==> src/rtl/zigzag_yerlestirici.sv <==
// ---------------------------------------------------------------------------
// zigzag_yerlestirici
//
// Turns (run, value) pairs from the Huffman decoder into (row, col, value)
// coefficient writes for an N x N block (N = BLOCK_DIM, power of two, 2..16).
// Positions come from an incremental zigzag walker, not a ROM.
//
// A pair skips 'run' positions and then places its value. A pair flagged
// blok_son closes the block. A pair whose run would push past the last
// position of the block is dropped, and it raises a sticky error flag.
//
// Optional feature macro: ZZ_ZERO_FILL_EN
//   defined   : skipped positions are emitted as zero beats, and a block
//               closed early is padded with zeros up to position N*N-1, so
//               every block yields exactly N*N beats.
//   undefined : skipped positions advance silently, one cycle each.
//
// Ports
//   clk_i, rstn_i        clock, synchronous active-low reset
//   hd_run_i             zero positions preceding this value
//   hd_veri_i            coefficient value
//   hd_blok_son_i        last pair of the block (sampled with the pair)
//   hd_gecerli_i         pair valid
//   hd_hazir_o           pair accepted when high with hd_gecerli_i
//   ct_veri_o            coefficient
//   ct_row_o, ct_col_o   coefficient position
//   ct_gecerli_o         coefficient valid
//   ct_blok_son_o        last beat of the block
//   ct_hazir_i           downstream ready
//   hata_o               sticky run-overflow flag (cleared only by reset)
// ---------------------------------------------------------------------------
module zigzag_yerlestirici #(
  parameter  int BLOCK_DIM = 8,
  parameter  int RUN_W     = 6,
  parameter  int DATA_W    = 12,
  localparam int IDX_W     = $clog2(BLOCK_DIM)
) (
  input  logic              clk_i,
  input  logic              rstn_i,
  input  logic [RUN_W-1:0]  hd_run_i,
  input  logic [DATA_W-1:0] hd_veri_i,
  input  logic              hd_blok_son_i,
  input  logic              hd_gecerli_i,
  output logic              hd_hazir_o,
  output logic [DATA_W-1:0] ct_veri_o,
  output logic [IDX_W-1:0]  ct_row_o,
  output logic [IDX_W-1:0]  ct_col_o,
  output logic              ct_gecerli_o,
  output logic              ct_blok_son_o,
  input  logic              ct_hazir_i,
  output logic              hata_o
);

  localparam int POS_W = 2 * IDX_W;
  // The overflow sum is sized to hold both operands without truncation, so a
  // wide run field cannot wrap around and hide an overflow on small blocks.
  localparam int SUM_W = ((POS_W > RUN_W) ? POS_W : RUN_W) + 1;

  localparam logic [POS_W-1:0] LAST_POS = POS_W'(BLOCK_DIM * BLOCK_DIM - 1);
  localparam logic [SUM_W-1:0] LAST_SUM = SUM_W'(BLOCK_DIM * BLOCK_DIM - 1);
  localparam logic [IDX_W-1:0] LAST_IDX = IDX_W'(BLOCK_DIM - 1);
  localparam logic [IDX_W-1:0] ONE_IDX  = IDX_W'(1);
  localparam logic [POS_W-1:0] ONE_POS  = POS_W'(1);
  localparam logic [RUN_W-1:0] ONE_RUN  = RUN_W'(1);

  typedef enum logic [1:0] {
    ST_IDLE = 2'd0,
`ifdef ZZ_ZERO_FILL_EN
    ST_FILL = 2'd2,
`endif
    ST_WALK = 2'd1
  } state_t;

  // -------------------------------------------------------------------------
  // State
  // -------------------------------------------------------------------------
  state_t            r_state;
  logic [IDX_W-1:0]  r_row, r_col;
  logic [POS_W-1:0]  r_pos;
  logic [RUN_W-1:0]  r_skip;
  logic [DATA_W-1:0] r_val;
  logic              r_son;
  logic [DATA_W-1:0] r_ct_veri;
  logic [IDX_W-1:0]  r_ct_row, r_ct_col;
  logic              r_ct_vld, r_ct_son;
  logic              r_hata;

  state_t            w_state_nx;
  logic [IDX_W-1:0]  w_row_nx, w_col_nx;
  logic [POS_W-1:0]  w_pos_nx;
  logic [RUN_W-1:0]  w_skip_nx;
  logic [DATA_W-1:0] w_val_nx;
  logic              w_son_nx;
  logic [DATA_W-1:0] w_ct_veri_nx;
  logic [IDX_W-1:0]  w_ct_row_nx, w_ct_col_nx;
  logic              w_ct_vld_nx, w_ct_son_nx;
  logic              w_hata_nx;
  logic              w_hazir;

  // -------------------------------------------------------------------------
  // Zigzag walker: one step from (r_row, r_col, r_pos)
  // -------------------------------------------------------------------------
  logic [IDX_W-1:0] w_step_row, w_step_col;
  logic [POS_W-1:0] w_step_pos;
  logic             w_at_last;

  assign w_at_last = (r_pos == LAST_POS);

  always_comb begin : walker_step
    w_step_row = r_row;
    w_step_col = r_col;
    w_step_pos = r_pos + ONE_POS;
    if (w_at_last) begin
      w_step_row = '0;
      w_step_col = '0;
      w_step_pos = '0;
    end else if ((r_row[0] ^ r_col[0]) == 1'b0) begin
      // even anti-diagonal: moving up-right
      if (r_col == LAST_IDX)      w_step_row = r_row + ONE_IDX;
      else if (r_row == '0)       w_step_col = r_col + ONE_IDX;
      else begin
        w_step_row = r_row - ONE_IDX;
        w_step_col = r_col + ONE_IDX;
      end
    end else begin
      // odd anti-diagonal: moving down-left
      if (r_row == LAST_IDX)      w_step_col = r_col + ONE_IDX;
      else if (r_col == '0)       w_step_row = r_row + ONE_IDX;
      else begin
        w_step_row = r_row + ONE_IDX;
        w_step_col = r_col - ONE_IDX;
      end
    end
  end

  // -------------------------------------------------------------------------
  // Overflow check for the pair offered this cycle. In IDLE the pair starts
  // at the current position; in the WALK emit cycle the current position is
  // being consumed, so the pair starts at the stepped position.
  // -------------------------------------------------------------------------
  logic             w_free;
  logic [POS_W-1:0] w_acc_pos;
  logic [SUM_W-1:0] w_sum;
  logic             w_ovf;

  assign w_free    = !r_ct_vld || ct_hazir_i;
  assign w_acc_pos = (r_state == ST_IDLE) ? r_pos : w_step_pos;
  assign w_sum     = SUM_W'(w_acc_pos) + SUM_W'(hd_run_i);
  assign w_ovf     = (w_sum > LAST_SUM);

  // -------------------------------------------------------------------------
  // Next-state / output logic
  // -------------------------------------------------------------------------
  always_comb begin : fsm_comb
    w_state_nx   = r_state;
    w_row_nx     = r_row;
    w_col_nx     = r_col;
    w_pos_nx     = r_pos;
    w_skip_nx    = r_skip;
    w_val_nx     = r_val;
    w_son_nx     = r_son;
    w_ct_veri_nx = r_ct_veri;
    w_ct_row_nx  = r_ct_row;
    w_ct_col_nx  = r_ct_col;
    // a completed handshake leaves a bubble unless a new beat is loaded below
    w_ct_vld_nx  = r_ct_vld & ~ct_hazir_i;
    w_ct_son_nx  = r_ct_son & ~ct_hazir_i;
    w_hata_nx    = r_hata;
    w_hazir      = 1'b0;

    case (r_state)
      ST_IDLE: begin
        w_hazir = 1'b1;
        if (hd_gecerli_i) begin
          if (w_ovf) begin
            w_hata_nx = 1'b1;
            w_row_nx  = '0;
            w_col_nx  = '0;
            w_pos_nx  = '0;
          end else begin
            w_val_nx   = hd_veri_i;
            w_son_nx   = hd_blok_son_i;
            w_skip_nx  = hd_run_i;
            w_state_nx = ST_WALK;
          end
        end
      end

      ST_WALK: begin
        if (w_free) begin
          if (r_skip != '0) begin
            w_row_nx  = w_step_row;
            w_col_nx  = w_step_col;
            w_pos_nx  = w_step_pos;
            w_skip_nx = r_skip - ONE_RUN;
`ifdef ZZ_ZERO_FILL_EN
            w_ct_vld_nx  = 1'b1;
            w_ct_veri_nx = '0;
            w_ct_row_nx  = r_row;
            w_ct_col_nx  = r_col;
            w_ct_son_nx  = 1'b0;
`endif
          end else begin
            w_ct_vld_nx  = 1'b1;
            w_ct_veri_nx = r_val;
            w_ct_row_nx  = r_row;
            w_ct_col_nx  = r_col;
            w_ct_son_nx  = r_son | w_at_last;
            if (r_son) begin
`ifdef ZZ_ZERO_FILL_EN
              // keep walking so the padding continues from the next slot;
              // at the last slot the step wraps to (0,0) by itself
              w_row_nx   = w_step_row;
              w_col_nx   = w_step_col;
              w_pos_nx   = w_step_pos;
              w_state_nx = w_at_last ? ST_IDLE : ST_FILL;
`else
              w_row_nx   = '0;
              w_col_nx   = '0;
              w_pos_nx   = '0;
              w_state_nx = ST_IDLE;
`endif
            end else begin
              w_row_nx = w_step_row;
              w_col_nx = w_step_col;
              w_pos_nx = w_step_pos;
              // the next pair can be taken in the same cycle for 1 beat/clk
              w_hazir  = 1'b1;
              if (hd_gecerli_i) begin
                if (w_ovf) begin
                  w_hata_nx  = 1'b1;
                  w_row_nx   = '0;
                  w_col_nx   = '0;
                  w_pos_nx   = '0;
                  w_state_nx = ST_IDLE;
                end else begin
                  w_val_nx  = hd_veri_i;
                  w_son_nx  = hd_blok_son_i;
                  w_skip_nx = hd_run_i;
                end
              end else begin
                w_state_nx = ST_IDLE;
              end
            end
          end
        end
      end

`ifdef ZZ_ZERO_FILL_EN
      ST_FILL: begin
        if (w_free) begin
          w_ct_vld_nx  = 1'b1;
          w_ct_veri_nx = '0;
          w_ct_row_nx  = r_row;
          w_ct_col_nx  = r_col;
          w_ct_son_nx  = w_at_last;
          w_row_nx     = w_step_row;
          w_col_nx     = w_step_col;
          w_pos_nx     = w_step_pos;
          if (w_at_last) w_state_nx = ST_IDLE;
        end
      end
`endif

      default: w_state_nx = ST_IDLE;
    endcase
  end

  // -------------------------------------------------------------------------
  // Registers
  // -------------------------------------------------------------------------
  always_ff @(posedge clk_i) begin
    if (!rstn_i) begin
      r_state   <= ST_IDLE;
      r_row     <= '0;
      r_col     <= '0;
      r_pos     <= '0;
      r_skip    <= '0;
      r_val     <= '0;
      r_son     <= 1'b0;
      r_ct_veri <= '0;
      r_ct_row  <= '0;
      r_ct_col  <= '0;
      r_ct_vld  <= 1'b0;
      r_ct_son  <= 1'b0;
      r_hata    <= 1'b0;
    end else begin
      r_state   <= w_state_nx;
      r_row     <= w_row_nx;
      r_col     <= w_col_nx;
      r_pos     <= w_pos_nx;
      r_skip    <= w_skip_nx;
      r_val     <= w_val_nx;
      r_son     <= w_son_nx;
      r_ct_veri <= w_ct_veri_nx;
      r_ct_row  <= w_ct_row_nx;
      r_ct_col  <= w_ct_col_nx;
      r_ct_vld  <= w_ct_vld_nx;
      r_ct_son  <= w_ct_son_nx;
      r_hata    <= w_hata_nx;
    end
  end

  assign hd_hazir_o    = w_hazir;
  assign ct_veri_o     = r_ct_veri;
  assign ct_row_o      = r_ct_row;
  assign ct_col_o      = r_ct_col;
  assign ct_gecerli_o  = r_ct_vld;
  assign ct_blok_son_o = r_ct_son;
  assign hata_o        = r_hata;

endmodule

==> config.mk <==
export PLATFORM = sky130hd
export DESIGN_NAME = zigzag_yerlestirici
export DESIGN_NICKNAME = d
export VERILOG_FILES = /design/src/rtl/zigzag_yerlestirici.sv
export SDC_FILE = /design/constraint.sdc
export NUM_CORES = 1
export LEC_CHECK = 0
export BUFFER_PORTS_ARGS = -buffer_cell sky130_fd_sc_hd__buf_2
export CAP_MARGIN = 0
export CORE_ASPECT_RATIO = 1.1
export CORE_MARGIN = 2
export CORE_UTILIZATION = 47
export DETAILED_ROUTE_END_ITERATION = 16
export GPL_TIMING_DRIVEN = 0
export PLACE_DENSITY = 0.68
export SLEW_MARGIN = 20
export SYNTH_ARGS = -nofsm -noshare
export SYNTH_HDL_FRONTEND = slang
export SYNTH_SLANG_ARGS = --single-unit
==> constraint.sdc <==
create_clock -name clk_i -period 5 [get_ports clk_i]
set_input_delay 1 -clock clk_i [delete_from_list [all_inputs] [get_ports clk_i]]
set_output_delay 1 -clock clk_i [all_outputs]
set_load 0.02 [all_outputs]
# Word-level counts from Yosys, hierarchy flattened
# Cells that the tools add are included.
# totals
register_bits	54
inputBits	23
output_inout_bits	22
elab_cells	130
# classes
n_addsub	7
magnitude_cmp	1
n_eq_ne	12
n_mux	78
bitwise	6
n_reduce_logical	13
# ops
operator	count
6-bit two-way mux	14
3-bit two-way mux	22
12-bit two-way mux	5
12-bit one-hot mux with 2 select lines	1
6-bit one-hot mux with 2 select lines	2
1-bit two-way mux	21
2-bit two-way mux	7
2-bit != test (second input constant)	6
3-bit one-hot mux with 2 select lines	2
5-bit AND reduction	2
4-bit AND reduction	2
6-bit by 6-bit adder with 7-bit output	1
7-bit by 6-bit > comparator with 1-bit output (second input constant)	1
3-bit by 1-bit adder with 3-bit output (second input constant)	2
6-bit by 1-bit adder with 6-bit output (second input constant)	1
3-bit == test (second input constant)	2
6-bit == test (second input constant)	1
3-bit zero test	2
1-bit one-hot mux with 2 select lines	3
3-bit AND reduction	2
6-bit nonzero test	1
3-bit by 1-bit subtractor with 3-bit output (second input constant)	2
6-bit by 1-bit subtractor with 6-bit output (second input constant)	1
4-bit != test (second input constant)	1
other kinds (11)	13

# Logic depth before layout (Yosys ltp)
# Gate-level depths: netlist of run 1.
# logic_depth
ltp_word	11
ltp_mapped	14
depth_no_buf	13

# Least setup slack after synthesis of run 1
# No wires, ideal clock.
# synth_timing
path_type	flip-flop to flip-flop
startpoint	register r_pos[0]
endpoint	register r_pos[2]
t_arrival_ns	2.943
t_required_ns	4.926
path_slack_ns	1.983
path_stages_with_launch	14
path_buffers	0
path_cell_list	dfxtp_1 > ha_1 > and3_1 > and3_1 > nor2_1 > mux2_2 > ha_1 > inv_1 > fa_1 > nor2b_4 > o31ai_2 > a31o_2 > or4b_1 > a31oi_1
# synth_between
elab_chain_cells	11
elab_cells_between_ends	14
cone_classes	add/sub: 2; order compare: 1; eq/ne: 2; mux: 8; reduce/logical: 1
# synth_lines
item	line	source
start: declaration	79	logic [POS_W-1:0] r_pos;
start signal: assignment	291	r_pos <= w_pos_nx;
6-bit by 1-bit adder with 6-bit output or 6-bit == test (tied branches)	112, 107	
6-bit two-way mux	113	if (w_at_last) begin
6-bit two-way mux	147	assign w_acc_pos = (r_state == ST_IDLE) ? r_pos : w_step_pos;
6-bit by 6-bit adder with 7-bit output	148	assign w_sum = SUM_W'(w_acc_pos) + SUM_W'(hd_run_i);
7-bit by 6-bit > comparator with 1-bit output	149	assign w_ovf = (w_sum > LAST_SUM);
6-bit two-way mux	230	if (w_ovf) begin
6-bit two-way mux	229	if (hd_gecerli_i) begin
6-bit two-way mux	209	if (r_son) begin
6-bit two-way mux	191	if (r_skip != '0) begin
6-bit two-way mux	190	if (w_free) begin
6-bit one-hot mux with 2 select lines	171	case (r_state)
# Parallel ways exist; a longest one is shown, timed or not. The select of a mux whose other input is x is not followed.
# A chain may end at the register's enable or synchronous reset.

# Worst setup path in the final report of run 1
# Same ends and word-level chain as after synthesis.

==> results.toml, run 1 <==
[die]
coreArea_um2 = 6230
rows = 30
initial_core_util_pct = 48.8
pin_count = 45
die_h_um = 88.4
dieArea_um2 = 7130
die_w_um = 80.7

[final_layout]
area_growth_pct = 14.1
diodes = 0
fin_nets = 452
drive_above_1_share_pct = 18.2

[clocking]
postCtsSetupBuffers = 0
cts_tree = "yes"
clkSinkCount = 53
cts_hold_buffers = 0
h-tree-depth = 2
clockBufferDepth = 2
cts_resized = 0
clkTransAtPathRegs_ns = 0.10
cts-buffers-inserted = 5
insertion_delay_ns = 0.31
cts-root-buf = "clkbuf_8"

[worst_setup_path]
r2r_cells = 13
worstPathArrival_ns = 3.73
r2r_slack_ns = 1.52
r2r_end = "r_pos[2]"
endpoint_kind = "register"
cp_max_fo = 7
crit_required_ns = 5.25
critPathLaunchType = "register"
reg2reg_from = "r_pos[0]"
crit_type = "reg2reg"

[yosys]
yosys_register_bits = 53
yosys.area.top_type = "dfxtp_1"
synth.avg_cell_area_um2 = 8.43
syn-cell-area_um2 = 3040
synth-main-ff-cell = "dfxtp_1"
ys_top_cells_by_count = "nand2_1, dfxtp_1, a21oi_1, inv_1, ha_1"
syn_inst = 361
synth-async-reset-ratio_pct = 0
synth.top_cells.by_area = "dfxtp_1, nand2_1, ha_1, a21oi_1, mux2i_1"
synth_warnings = 0
ys_types = 71
synth_edf_count = 0
yosysSeqAreaShare_pct = 34.9
syn_nets = 402
yosysMostFrequentCell = "nand2_1"
synth_top_area_share_pct = 34.9

[route]
drc = 0
wl_mm = 7.07
wl_per_cell_um = 14.4
antenna_left = 0
viasPerCell = 5.52
num_vias = 2718
drtPass1Iterations = 4
drtIter0Drc = 128

[global_routing]
grt_pass1_vias = 2424
grt_antenna_before_repair = 0
overflow = 0
grt_max_degree = 18
grt_pass1_wl_mm = 11.6
track_usage_pct = 20.5

[power_and_ir_drop]
pwr-share-seq_pct = 45.7
p_per_area_nw_per_um2 = 300
p_sw_share_pct = 31.6
power_mw = 1.04
clkPwrFrac_pct = 29.0
combPwrFrac_pct = 25.3
p_sw_uw = 329
ir_drop_v = 0.000158
leakagePower_nw = 1.41
internal_power_uw = 712

[hold_path]
min_from = "ct_veri_o[7]"
hold_class = "reg2reg"
hold_end = "ct_veri_o[7]"
holdPathStages = 2

[place]
place_ws_ns = 1.58
globalplace.congestion = 0.861
dp_hpwl_mm = 5.29
io_buffers = 43

[timing]
fin_skew_ns = 0.00597
slew_headroom_pct = 61.7
hold_viol_final = 0
rsz0062_at_grt = "false"
tightestPinTransition_ns = 0.572
fmax_ghz = 0.287
maxSlewViolCount = 0
layout_setup_ws_ns = 1.52
min_period_ns = 3.48
final.setup.tns_ns = 0
fin_crit_sh_pct = 69.6
finalSetupViolations = 0

[run]
cap_violations = 0

[outcome]
status = "finished, final reports clean"
metal layers:
layer / GRT usage (%) / up-vias / wire [µm]
met5: 0 / - / 0
met2: 34.6 / 51 / 3480
li1: - / 1395 / -
met3: 2.76 / 5 / 235
met1: 27.5 / 1267 / 3290
met4: 6.32 / 0 / 56
placed cells by master, fill, tap and decap left out, types with 3 or more instances in the layout:
master,count
a21oi_1,38
dfxtp_1,53
a41oi_1,3
buf_2,46
nor2_1,16
clkbuf_8,6
nor2b_1,3
ha_1,17
nand3_1,6
nand2_1,73
a32oi_1,5
o211ai_1,3
a31oi_1,4
o21ai_0,13
inv_1,20
nand3b_1,4
xnor2_1,3
and3_1,5
mux2i_1,15
clkbuf_1,11
a311oi_1,3
nand4_1,3
power groups by stage:
stage,sequential [mW],combinational [mW],clock (mW)
after floorplan,0.482,0.202,0
after global placement,0.484,0.259,0
after detailed placement,0.485,0.263,0
after CTS,0.475,0.264,0.308
after global routing,0.479,0.293,0.320
final,0.476,0.264,0.302
stage by stage:
step	std cells	instance area [µm²]	util [%]	hold WS [ns]
6_report	492	3470	55.7	0.457
5_1_grt	492	3470	55.7	0.474
4_1_cts	492	3470	55.7	0.460
3_5_place_dp	484	3360	53.9	0.445
3_3_place_gp	484	3360	53.9	0.440
2_1_floorplan	361	3040	-	0.432
worst max path at each step:
stage	endpoint	from	cells after the start
floorplan	r_pos[2]	r_pos[0]	13
global placement	r_pos[2]	r_pos[0]	13
detailed placement	r_pos[2]	r_pos[0]	13
CTS	r_pos[2]	r_pos[0]	13
global route	r_pos[2]	r_state[0]	10
finish	r_pos[2]	r_pos[0]	13
kinds of logic after synthesis:
kind of cell / after synthesis / share of synthesized area (%)
AND/OR/NAND/NOR: 134 / 22.6
AO/OA/AOI/OAI: 96 / 21.6
flip-flops: 53 / 34.9
buffers and inverters: 39 / 6.46
adder cells (fa/ha/maj): 18 / 7.65
multiplexers: 17 / 5.68
XOR/XNOR: 4 / 1.15
layout make-up:
| class | instances | area (µm²) |
|---|---|---|
| plain buffers | 19 | 121 |
| repair buffers | 43 | 215 |
| well taps | 80 | 100 |
| clock inverters | 3 | 43.8 |
| flip-flops and latches | 53 | 1060 |
| fillers | 607 | 2760 |
| clock buffers | 5 | 68.8 |
| inverters | 20 | 75.1 |
| multi-input cells | 269 | 1780 |
sequential cells by signal, indices dropped and copies added, names as in the netlist, 3 cells and up:
register	count
r_val	12
r_skip	6
r_row	3
r_col	3
ct_col_o	3
r_pos	6
ct_veri_o	12
ct_row_o	3
critical path: stages (launching register included):
cell and delay [ns]:
dfxtp_1 0.47, ha_1 0.21, and3_1 0.24, and3_1 0.28
nor2_1 0.05, mux2_2 0.28, ha_1 0.18, inv_1 0.06
fa_1 0.21, nor2b_4 0.05, o31ai_2 0.45, a31o_2 0.33
or4b_1 0.45, a31oi_1 0.16
Power figures use the tool's default switching activity.
==> run 2: changes to the inputs <==
- clock period: 5 -> 3.6 ns (I/O delays scaled with it)
==> results.toml, run 2 (synthesis results as in run 1) <==
[place]
io_buffers = 43
globalplace.congestion = 0.861
place_ws_ns = 0.183
dp_hpwl_mm = 5.29

[die]
pin_count = 45
initial_core_util_pct = 48.8
die_w_um = 80.7
dieArea_um2 = 7130
coreArea_um2 = 6230
die_h_um = 88.4
rows = 30

[worst_setup_path]
critPathLaunchType = "register"
endpoint_kind = "register"
crit_required_ns = 3.84
cp_max_fo = 7
crit_type = "reg2reg"
r2r_slack_ns = 0.28
reg2reg_from = "r_pos[0]"
worstPathArrival_ns = 3.56
r2r_cells = 13
r2r_end = "r_pos[2]"

[hold_path]
hold_class = "reg2reg"
hold_end = "ct_veri_o[7]"
holdPathStages = 2
min_from = "ct_veri_o[7]"

[timing]
finalSetupViolations = 0
maxSlewViolCount = 0
fmax_ghz = 0.301
fin_skew_ns = 0.00704
layout_setup_ws_ns = 0.282
hold_viol_final = 0
hold_ws_ns = 0.457
fin_crit_sh_pct = 92.2
slew_headroom_pct = 61.1
final.setup.tns_ns = 0
tightestPinTransition_ns = 0.583
min_period_ns = 3.32
rsz0062_at_grt = "false"

[final_layout]
area_growth_pct = 14.2
fin_nets = 451
seq_area_um2 = 1060
drive_above_1_share_pct = 18.2
fillerInstances = 607
diodes = 0
multi_input_area_um2 = 1790
layout_common_cells = "nand2_1, dfxtp_1, buf_2, a21oi_1, inv_1"
final_common_cell = "nand2_1"

[outcome]
status = "finished, final reports clean"

[route]
num_vias = 2721
wl_mm = 7.03
drtPass1Iterations = 4
viasPerCell = 5.54
wl_per_cell_um = 14.3
drtIter0Drc = 93
drc = 0
antenna_left = 0

[power_and_ir_drop]
power_mw = 1.44
leakagePower_nw = 1.41
p_per_area_nw_per_um2 = 415
ir_drop_v = 0.000220

[clocking]
clockBufferDepth = 2
cts-root-buf = "clkbuf_8"
cts_tree = "yes"
h-tree-depth = 2
postCtsSetupBuffers = 0
insertion_delay_ns = 0.31
cts_hold_buffers = 0
clkTransAtPathRegs_ns = 0.10
cts-buffers-inserted = 5
clkSinkCount = 53
cts_resized = 0

[global_routing]
grt_max_degree = 18
grt_antenna_before_repair = 0
grt_pass1_wl_mm = 11.6
overflow = 0
grt_pass1_vias = 2424
track_usage_pct = 20.5

[run]
cap_violations = 0
==> run 2: cell count changes in the layout (fill, tap and decap cells not counted), sizes merged <==
cell / change
clkbuf: -1
==> run 2: critical path, stage by stage (launching register included) <==
cell and delay, ns:
dfxtp_1 0.38, ha_1 0.24, and3_1 0.23, and3_1 0.25, nor2_1 0.09, mux2_2 0.16, ha_1 0.13, inv_1 0.05
fa_1 0.40, nor2b_4 0.15, o31ai_4 0.10, a311o_1 0.43, or4b_1 0.49, a31oi_1 0.16
==> run 2: metrics by stage <==
step           util (%)  instances  area, µm²
2_1_floorplan         -        361       3040
3_3_place_gp       53.9        484       3360
3_5_place_dp       53.9        484       3360
4_1_cts            55.7        492       3470
5_1_grt            55.8        491       3470
6_report           55.8        491       3470
==> run 2: report_power, final <==
group / switching (mW) / leakage (nW) / internal [mW]
registers: 0.0364 / 0.432 / 0.624
logic: 0.210 / 0.916 / 0.156
clock network: 0.207 / 0.0585 / 0.209
total: 0.454 / 1.41 / 0.988
==> run 2: worst max-delay path by stage <==
stage,start,endpoint,slack (ns)
after floorplan,r_pos[0],r_pos[2],0.58
after global placement,r_pos[0],r_pos[2],0.20
after global routing,r_pos[0],r_pos[2],0.08
final,r_pos[0],r_pos[2],0.28
after detailed placement,r_pos[0],r_pos[2],0.18
after CTS,r_pos[0],r_pos[2],0.17
==> run 2: area by class of cell <==
cell class	count	area share (%)
inverter	20	2.16
buffer	18	3.38
clock inverter	3	1.26
clock buffer	5	1.98
multi-input combinational	269	51.6
tap	80	2.88
sequential	53	30.5
timing repair buffer	43	6.19
==> run 2: routing by layer <==
metal / vias to the layer above / track usage (%) / routed length (µm)
met1: 1271 / 27.5 / 3300
met5: - / 0 / 0
met2: 53 / 34.6 / 3440
li1: 1389 / - / -
met4: 0 / 6.32 / 91
met3: 8 / 2.76 / 199
